## src/rtl/fpu_mantissa_core.sv

```systemverilog
// Execute stage: unpacks two IEEE singles, aligns and adds/subtracts or iteratively multiplies mantissas.
// Optional macro FPU_MUL_RADIX4_EN retires two multiplier bits per cycle (12 iterations instead of 24).
module fpu_mantissa_core #(
  parameter int EXP_BIAS    = 127,
  parameter int ALIGN_LIMIT = 25
) (
  input  logic        clk,
  input  logic        rst,
  input  logic        in_valid,
  output logic        in_ready,
  input  logic [31:0] in_a,
  input  logic [31:0] in_b,
  input  logic [1:0]  in_operator,
  output logic        out_valid,
  input  logic        out_ready,
  output logic        out_sign,
  output logic [7:0]  out_exponent,
  output logic [47:0] out_mantissa,
  output logic [1:0]  out_operator,
  output logic        out_range_err
);

`ifdef FPU_MUL_RADIX4_EN
  localparam logic [4:0] MUL_LAST = 5'd11;
`else
  localparam logic [4:0] MUL_LAST = 5'd23;
`endif
  localparam logic [7:0]        ALIGN_LIM8 = 8'(ALIGN_LIMIT);
  localparam logic signed [9:0] BIAS10     = 10'(EXP_BIAS);

  typedef enum logic [2:0] {
    IDLE  = 3'd0,
    ALIGN = 3'd1,
    ADD   = 3'd2,
    MUL   = 3'd3,
    DONE  = 3'd4
  } state_t;

  state_t      state_q;
  logic        sa_q, sb_q;
  logic [7:0]  ea_q, eb_q;
  logic [23:0] ma_q, mb_q;
  logic [47:0] acc_q, mcand_q;
  logic [23:0] mplier_q;
  logic [4:0]  cnt_q;
`ifdef FPU_MUL_RADIX4_EN
  logic [47:0] mcand3_q, mcand3_d;
`endif

  logic        in_ready_q, out_valid_q, out_sign_q, out_range_err_q;
  logic [7:0]  out_exponent_q;
  logic [47:0] out_mantissa_q;
  logic [1:0]  out_operator_q;

  logic [23:0] ma_in_s, mb_in_s;
  logic        sb_in_s;
  logic        a_big_s, big_sign_s, sml_sign_s;
  logic [7:0]  big_exp_s, sml_exp_s, diff_s;
  logic [23:0] big_mant_s, sml_mant_s, mb_shift_s;
  logic [24:0] addsub_s;
  logic signed [9:0] mexp_s;
  logic        mzero_s, mrange_s;
  logic [47:0] pp_s, acc_d, mcand_d;
  logic [23:0] mplier_d;

  // Hidden bit is set for any nonzero exponent; exponent zero flushes the operand to zero.
  function automatic logic [23:0] unpack_mant(input logic [30:0] f);
    if (f[30:23] != 8'd0) begin
      unpack_mant = {1'b1, f[22:0]};
    end else begin
      unpack_mant = 24'd0;
    end
  endfunction

  // Unpack, alignment, add/sub and multiplier-step datapath.
  always_comb begin
    ma_in_s = unpack_mant(in_a[30:0]);
    mb_in_s = unpack_mant(in_b[30:0]);
    sb_in_s = in_b[31] ^ (in_operator == 2'b01);

    a_big_s = (ea_q > eb_q) || ((ea_q == eb_q) && (ma_q >= mb_q));
    if (a_big_s) begin
      big_sign_s = sa_q; big_exp_s = ea_q; big_mant_s = ma_q;
      sml_sign_s = sb_q; sml_exp_s = eb_q; sml_mant_s = mb_q;
    end else begin
      big_sign_s = sb_q; big_exp_s = eb_q; big_mant_s = mb_q;
      sml_sign_s = sa_q; sml_exp_s = ea_q; sml_mant_s = ma_q;
    end
    diff_s = big_exp_s - sml_exp_s;
    if (diff_s >= ALIGN_LIM8) begin
      mb_shift_s = 24'd0;
    end else begin
      mb_shift_s = sml_mant_s >> diff_s;
    end

    // After the swap A >= B, so the subtraction never goes negative.
    if (sa_q == sb_q) begin
      addsub_s = {1'b0, ma_q} + {1'b0, mb_q};
    end else begin
      addsub_s = {1'b0, ma_q} - {1'b0, mb_q};
    end

    mexp_s   = $signed({2'b00, ea_q}) + $signed({2'b00, eb_q}) - BIAS10;
    mzero_s  = (ma_q == 24'd0) || (mb_q == 24'd0);
    mrange_s = (mexp_s < 10'sd1) || (mexp_s > 10'sd254);

`ifdef FPU_MUL_RADIX4_EN
    case (mplier_q[1:0])
      2'b00:   pp_s = 48'd0;
      2'b01:   pp_s = mcand_q;
      2'b10:   pp_s = mcand_q << 1;
      2'b11:   pp_s = mcand3_q;
      default: pp_s = 48'd0;
    endcase
    mcand_d  = mcand_q << 2;
    mcand3_d = mcand3_q << 2;
    mplier_d = mplier_q >> 2;
`else
    if (mplier_q[0]) begin
      pp_s = mcand_q;
    end else begin
      pp_s = 48'd0;
    end
    mcand_d  = mcand_q << 1;
    mplier_d = mplier_q >> 1;
`endif
    acc_d = acc_q + pp_s;
  end

  // Operation FSM with registered handshake and result outputs.
  always_ff @(posedge clk or posedge rst) begin
    if (rst) begin
      state_q         <= IDLE;
      sa_q            <= 1'b0;
      sb_q            <= 1'b0;
      ea_q            <= 8'd0;
      eb_q            <= 8'd0;
      ma_q            <= 24'd0;
      mb_q            <= 24'd0;
      acc_q           <= 48'd0;
      mcand_q         <= 48'd0;
      mplier_q        <= 24'd0;
      cnt_q           <= 5'd0;
`ifdef FPU_MUL_RADIX4_EN
      mcand3_q        <= 48'd0;
`endif
      in_ready_q      <= 1'b1;
      out_valid_q     <= 1'b0;
      out_sign_q      <= 1'b0;
      out_exponent_q  <= 8'd0;
      out_mantissa_q  <= 48'd0;
      out_operator_q  <= 2'b00;
      out_range_err_q <= 1'b0;
    end else begin
      case (state_q)
        IDLE: begin
          if (in_valid) begin
            sa_q       <= in_a[31];
            sb_q       <= sb_in_s;
            ea_q       <= in_a[30:23];
            eb_q       <= in_b[30:23];
            ma_q       <= ma_in_s;
            mb_q       <= mb_in_s;
            acc_q      <= 48'd0;
            cnt_q      <= 5'd0;
            mcand_q    <= {24'd0, ma_in_s};
            mplier_q   <= mb_in_s;
`ifdef FPU_MUL_RADIX4_EN
            mcand3_q   <= {24'd0, ma_in_s} + {23'd0, ma_in_s, 1'b0};
`endif
            in_ready_q <= 1'b0;
            case (in_operator)
              2'b10: state_q <= MUL;
              2'b11: begin
                out_sign_q      <= 1'b0;
                out_exponent_q  <= 8'd0;
                out_mantissa_q  <= 48'd0;
                out_operator_q  <= 2'b11;
                out_range_err_q <= 1'b0;
                state_q         <= DONE;
              end
              default: state_q <= ALIGN;
            endcase
          end else begin
            in_ready_q <= 1'b1;
          end
        end
        ALIGN: begin
          sa_q    <= big_sign_s;
          ea_q    <= big_exp_s;
          ma_q    <= big_mant_s;
          sb_q    <= sml_sign_s;
          mb_q    <= mb_shift_s;
          state_q <= ADD;
        end
        ADD: begin
          if (addsub_s == 25'd0) begin
            out_sign_q     <= 1'b0;
            out_exponent_q <= 8'd0;
          end else begin
            out_sign_q     <= sa_q;
            out_exponent_q <= ea_q;
          end
          out_mantissa_q  <= {23'd0, addsub_s};
          out_operator_q  <= 2'b00;
          out_range_err_q <= 1'b0;
          out_valid_q     <= 1'b1;
          state_q         <= DONE;
        end
        MUL: begin
          acc_q    <= acc_d;
          mcand_q  <= mcand_d;
          mplier_q <= mplier_d;
`ifdef FPU_MUL_RADIX4_EN
          mcand3_q <= mcand3_d;
`endif
          cnt_q    <= cnt_q + 5'd1;
          if (cnt_q == MUL_LAST) begin
            out_sign_q     <= sa_q ^ sb_q;
            out_operator_q <= 2'b10;
            if (mzero_s) begin
              out_mantissa_q  <= 48'd0;
              out_exponent_q  <= 8'd0;
              out_range_err_q <= 1'b0;
            end else begin
              out_mantissa_q  <= acc_d;
              out_exponent_q  <= mexp_s[7:0];
              out_range_err_q <= mrange_s;
            end
            out_valid_q <= 1'b1;
            state_q     <= DONE;
          end else begin
            state_q <= MUL;
          end
        end
        DONE: begin
          // Divide enters here with out_valid low; it rises one edge later.
          if (out_valid_q && out_ready) begin
            out_valid_q <= 1'b0;
            in_ready_q  <= 1'b1;
            state_q     <= IDLE;
          end else begin
            out_valid_q <= 1'b1;
          end
        end
        default: begin
          state_q     <= IDLE;
          in_ready_q  <= 1'b1;
          out_valid_q <= 1'b0;
        end
      endcase
    end
  end

  assign in_ready      = in_ready_q;
  assign out_valid     = out_valid_q;
  assign out_sign      = out_sign_q;
  assign out_exponent  = out_exponent_q;
  assign out_mantissa  = out_mantissa_q;
  assign out_operator  = out_operator_q;
  assign out_range_err = out_range_err_q;

endmodule

```

## config.mk

```make
export PLATFORM = sky130hd
export DESIGN_NAME = fpu_mantissa_core
export DESIGN_NICKNAME = d
export VERILOG_FILES = /design/src/rtl/fpu_mantissa_core.sv
export SDC_FILE = /design/constraint.sdc
export NUM_CORES = 1
export LEC_CHECK = 0
export CAP_MARGIN = 20
export CORE_MARGIN = 8
export CORE_UTILIZATION = 45
export CTS_BUF_LIST = sky130_fd_sc_hd__clkbuf_8
export DETAILED_ROUTE_END_ITERATION = 6
export GPL_TIMING_DRIVEN = 0
export SYNTH_ARGS = -nofsm -noshare
export SYNTH_HDL_FRONTEND = slang
export SYNTH_SLANG_ARGS = --single-unit
export TNS_END_PERCENT = 20
```

## constraint.sdc

```tcl
create_clock -name clk -period 16.3 [get_ports clk]
set_input_delay 2.445 -clock clk [delete_from_list [all_inputs] [get_ports clk]]
set_output_delay 2.445 -clock clk [all_outputs]
set_load 0.03 [all_outputs]
```

==> summary.md <==
| Metric | Value |
|---|---|
| Root Buffer | clkbuf_8 |
| Crit path DAT | 6.20 ns |
| Unrepaired setup endpoints after global routing | false |
| Total of max-cap violations | 0 |
| Setup TNS | 0 ns |
| DRC Markers | 0 |
| CTS max path bufs | 3 |
| FMAX | 176 MHz |
| DRT Pass-1 Iters | 7 |
| Class of the worst hold path | reg -> reg |
| CP endpoint kind | register |
| FFs w/ async S/R, synth | 100% |
| Global-route wire length before repair | 105000 microns |
| IO Pins | 132 |
| Avg WL per Cell | 24.2 microns |
| Post-CTS sizing | 0 |
| Worst Tran Pin Value | 1.08 ns |
| Worst-Skew Late Latency | 0.65 ns |
| Num CTS Buffers | 48 |
| Max Slew Vio Count | 0 |
| CTS tree | done |
| HPWL Detailed | 54600 microns |
| Synth warn | 0 |
| Placed Cells | 2758 |
| Setup violations, final | 0 |
| Seq/Total Area, Yosys | 35.0% |
| Total core area | 0.0405 sq mm |
| Synth Instances | 2093 |
| Finished Layout Cells | 2847 |
| GRT overflow | 0 |
| Nets | 2470 |
| GRT Util Overall | 28.4% |
| Predominant post-synthesis flop cell | dfrtp_1 |
| H-tree depth | 2 |
| Required time worst endpoint | 16.80 ns |
| Area Growth Syn to Fin | 17.8% |
| Gpl congestion | 0.965 |
| Clk slew on worst S/H paths | 0.07 ns |
| Hold path start | out_range_err |
| Crit Path Class | reg -> reg |
| Setup Skew | 0.0292 ns |
| Synthesized area per cell | 8.74 sq um |
| Die height | 218 microns |
| Detail Route Antenna Nets | 0 |
| Worst hold slack | 0.473 ns |
| Cts-stage hold buffer count | 0 |
| CP startpoint kind | register |
| Number of diodes | 0 |
| CTS Sinks | 256 |
| Relative slew margins | 26.0% |
| Synth cell types | 90 |
| Vias per cell | 6.19 |
| Die ar. | 0.0473 sq mm |
| Worst Setup SP | mb_q[7] |
| Maximum fanout along the worst path | 10 |
| EDFF count, synth | 0 |
| Number of antenna violations at the first check in global routing | 0 |
| Crit share post-route | 34.9% |
| Drt initial violations | 1463 |
| Die width | 218 microns |
| I/O Buffers | 131 |
| Row count | 74 |
| R2r startpoint | mb_q[7] |
| Vias | 17617 |
| Min Tclk post-route | 5.70 ns |
| Synth Register Bits | 256 |
| Setup Buffers After CTS | 0 |
| Status | finished clean |
| Layout cells sized above 1 | 7.21% |
| Vias in the first global route | 17109 |
| Synth Cell Area | 0.0183 sq mm |
| Mapped Nets | 2287 |
| Endpoints failing hold | 0 |
| WL final | 69000 microns |
| Largest net degree at the start of global routing | 116 |
| Initial Util | 45.2% |
## final cells by class
type / count / area (sq um)
Tap cell: 532 / 666
Clock inverter: 25 / 335
Fill cell: 3833 / 18900
Multi-Input combinational cell: 1609 / 10900
Sequential cell: 256 / 6410
Clock buffer: 64 / 881
Buffer: 125 / 562
Timing Repair Buffer: 133 / 1370
Inverter: 103 / 394
## kinds of logic (layout without fill, tap and decap cells)
kind of cell               count (synthesis)  in the layout  share of synthesized area, %
AOI/OAI and AO/OA                        744            744                          27.5
DFF                                      256            256                          35.0
adders and majority gates                124            124                          8.65
muxes                                     75             75                          4.63
buffers and inverters                    228            450                          5.19
and+or+nand+nor                          589            589                          15.2
xor gates and xnor gates                  77             77                          3.77
## cells in the mapped netlist (20+ instances only)
library cell | instances | area share (%)
dfrtp_1 | 255 | 35
nand2_1 | 246 | 5.0
a21oi_1 | 164 | 4.5
o21ai_0 | 164 | 4.5
ha_1 | 120 | 8.2
nor2_1 | 112 | 2.3
inv_1 | 102 | 2.1
clkbuf_1 | 93 | 1.9
a22o_1 | 73 | 3.5
and2_1 | 53 | 1.8
mux2i_1 | 53 | 2.9
xnor2_1 | 52 | 2.5
a22oi_1 | 49 | 2.0
a21o_1 | 46 | 1.9
o22ai_1 | 40 | 1.4
nor3_1 | 36 | 0.99
nand3_1 | 34 | 0.93
nor4_1 | 24 | 0.82
a211oi_1 | 23 | 0.94
xor2_1 | 23 | 1.1
nor2b_1 | 20 | 0.68
## layer usage
metal  global-route usage [%]  part of all wire [%]  vias to the layer above
li1                         -                     -                     8122
met1                     37.9                    44                     8692
met2                     45.7                    46                      667
met3                     3.94                   6.4                      136
met4                     12.4                   4.2                        0
met5                        0                     0                        -
## state kept, by name, indices dropped and copies added, names as in the netlist, 7 cells and up, named ones only
name and flops:
out_exponent 8, eb_q 8, mcand_q 48, acc_q 48, ma_q 24, ea_q 7
mplier_q 24, out_mantissa 48, mb_q 24
## final timing paths
| kind | to | slack, ns | cells after the start |
|---|---|---|---|
| max | mb_q[2] | 10.60 | 21 |
| min | out_range_err | 0.47 | 2 |
| max reg2reg | mb_q[2] | 10.60 | 21 |
| min reg2reg | out_range_err | 0.47 | 2 |
| max in group asynchronous | mplier_q[1] | 13.12 | 3 |
| min in group asynchronous | out_mantissa[11] | 2.20 | 2 |
## critical path: stages, from the launching register on
cell,delay (ns)
dfrtp_1,0.62
inv_1,0.09
ha_1,0.29
buf_6,0.14
nand3_2,0.14
o211ai_1,0.10
a211o_2,0.44
a21oi_1,0.53
a21oi_2,0.14
buf_4,0.23
o21a_1,0.20
ha_1,0.17
a21oi_1,0.10
o21ai_1,0.13
nor2_1,0.18
xnor2_2,0.25
buf_2,0.38
clkbuf_1,0.46
o22ai_1,0.22
a22o_1,0.22
o21ai_0,0.33
o21ai_0,0.14
## through the flow
step	worst slack, ns	util, %	instance area, sq um
detailed placement	10.63	50.2	20300
finish	10.60	53.2	21500
global route	10.40	53.2	21500
floorplan	6.81	-	18300
CTS	10.70	53.2	21500
global placement	3.14	50.1	20300
## cell usage in the layout (no fill, tap or decap), drive strengths merged, types with 53 or more instances in the layout
master / Yosys / final
a21oi: 172 / 172
clkbuf: 93 / 157
dfrtp: 255 / 255
nand2: 247 / 247
and2: 53 / 53
ha: 120 / 120
o21ai: 167 / 167
a22o: 73 / 73
xnor2: 54 / 54
nor2: 112 / 112
inv: 102 / 114
mux2i: 53 / 53
clkdlybuf4s50: 0 / 131
Power is left out: the tool's default activity adds up to more than one toggle a clock period on the data nets, which glitch-free logic cannot reach.
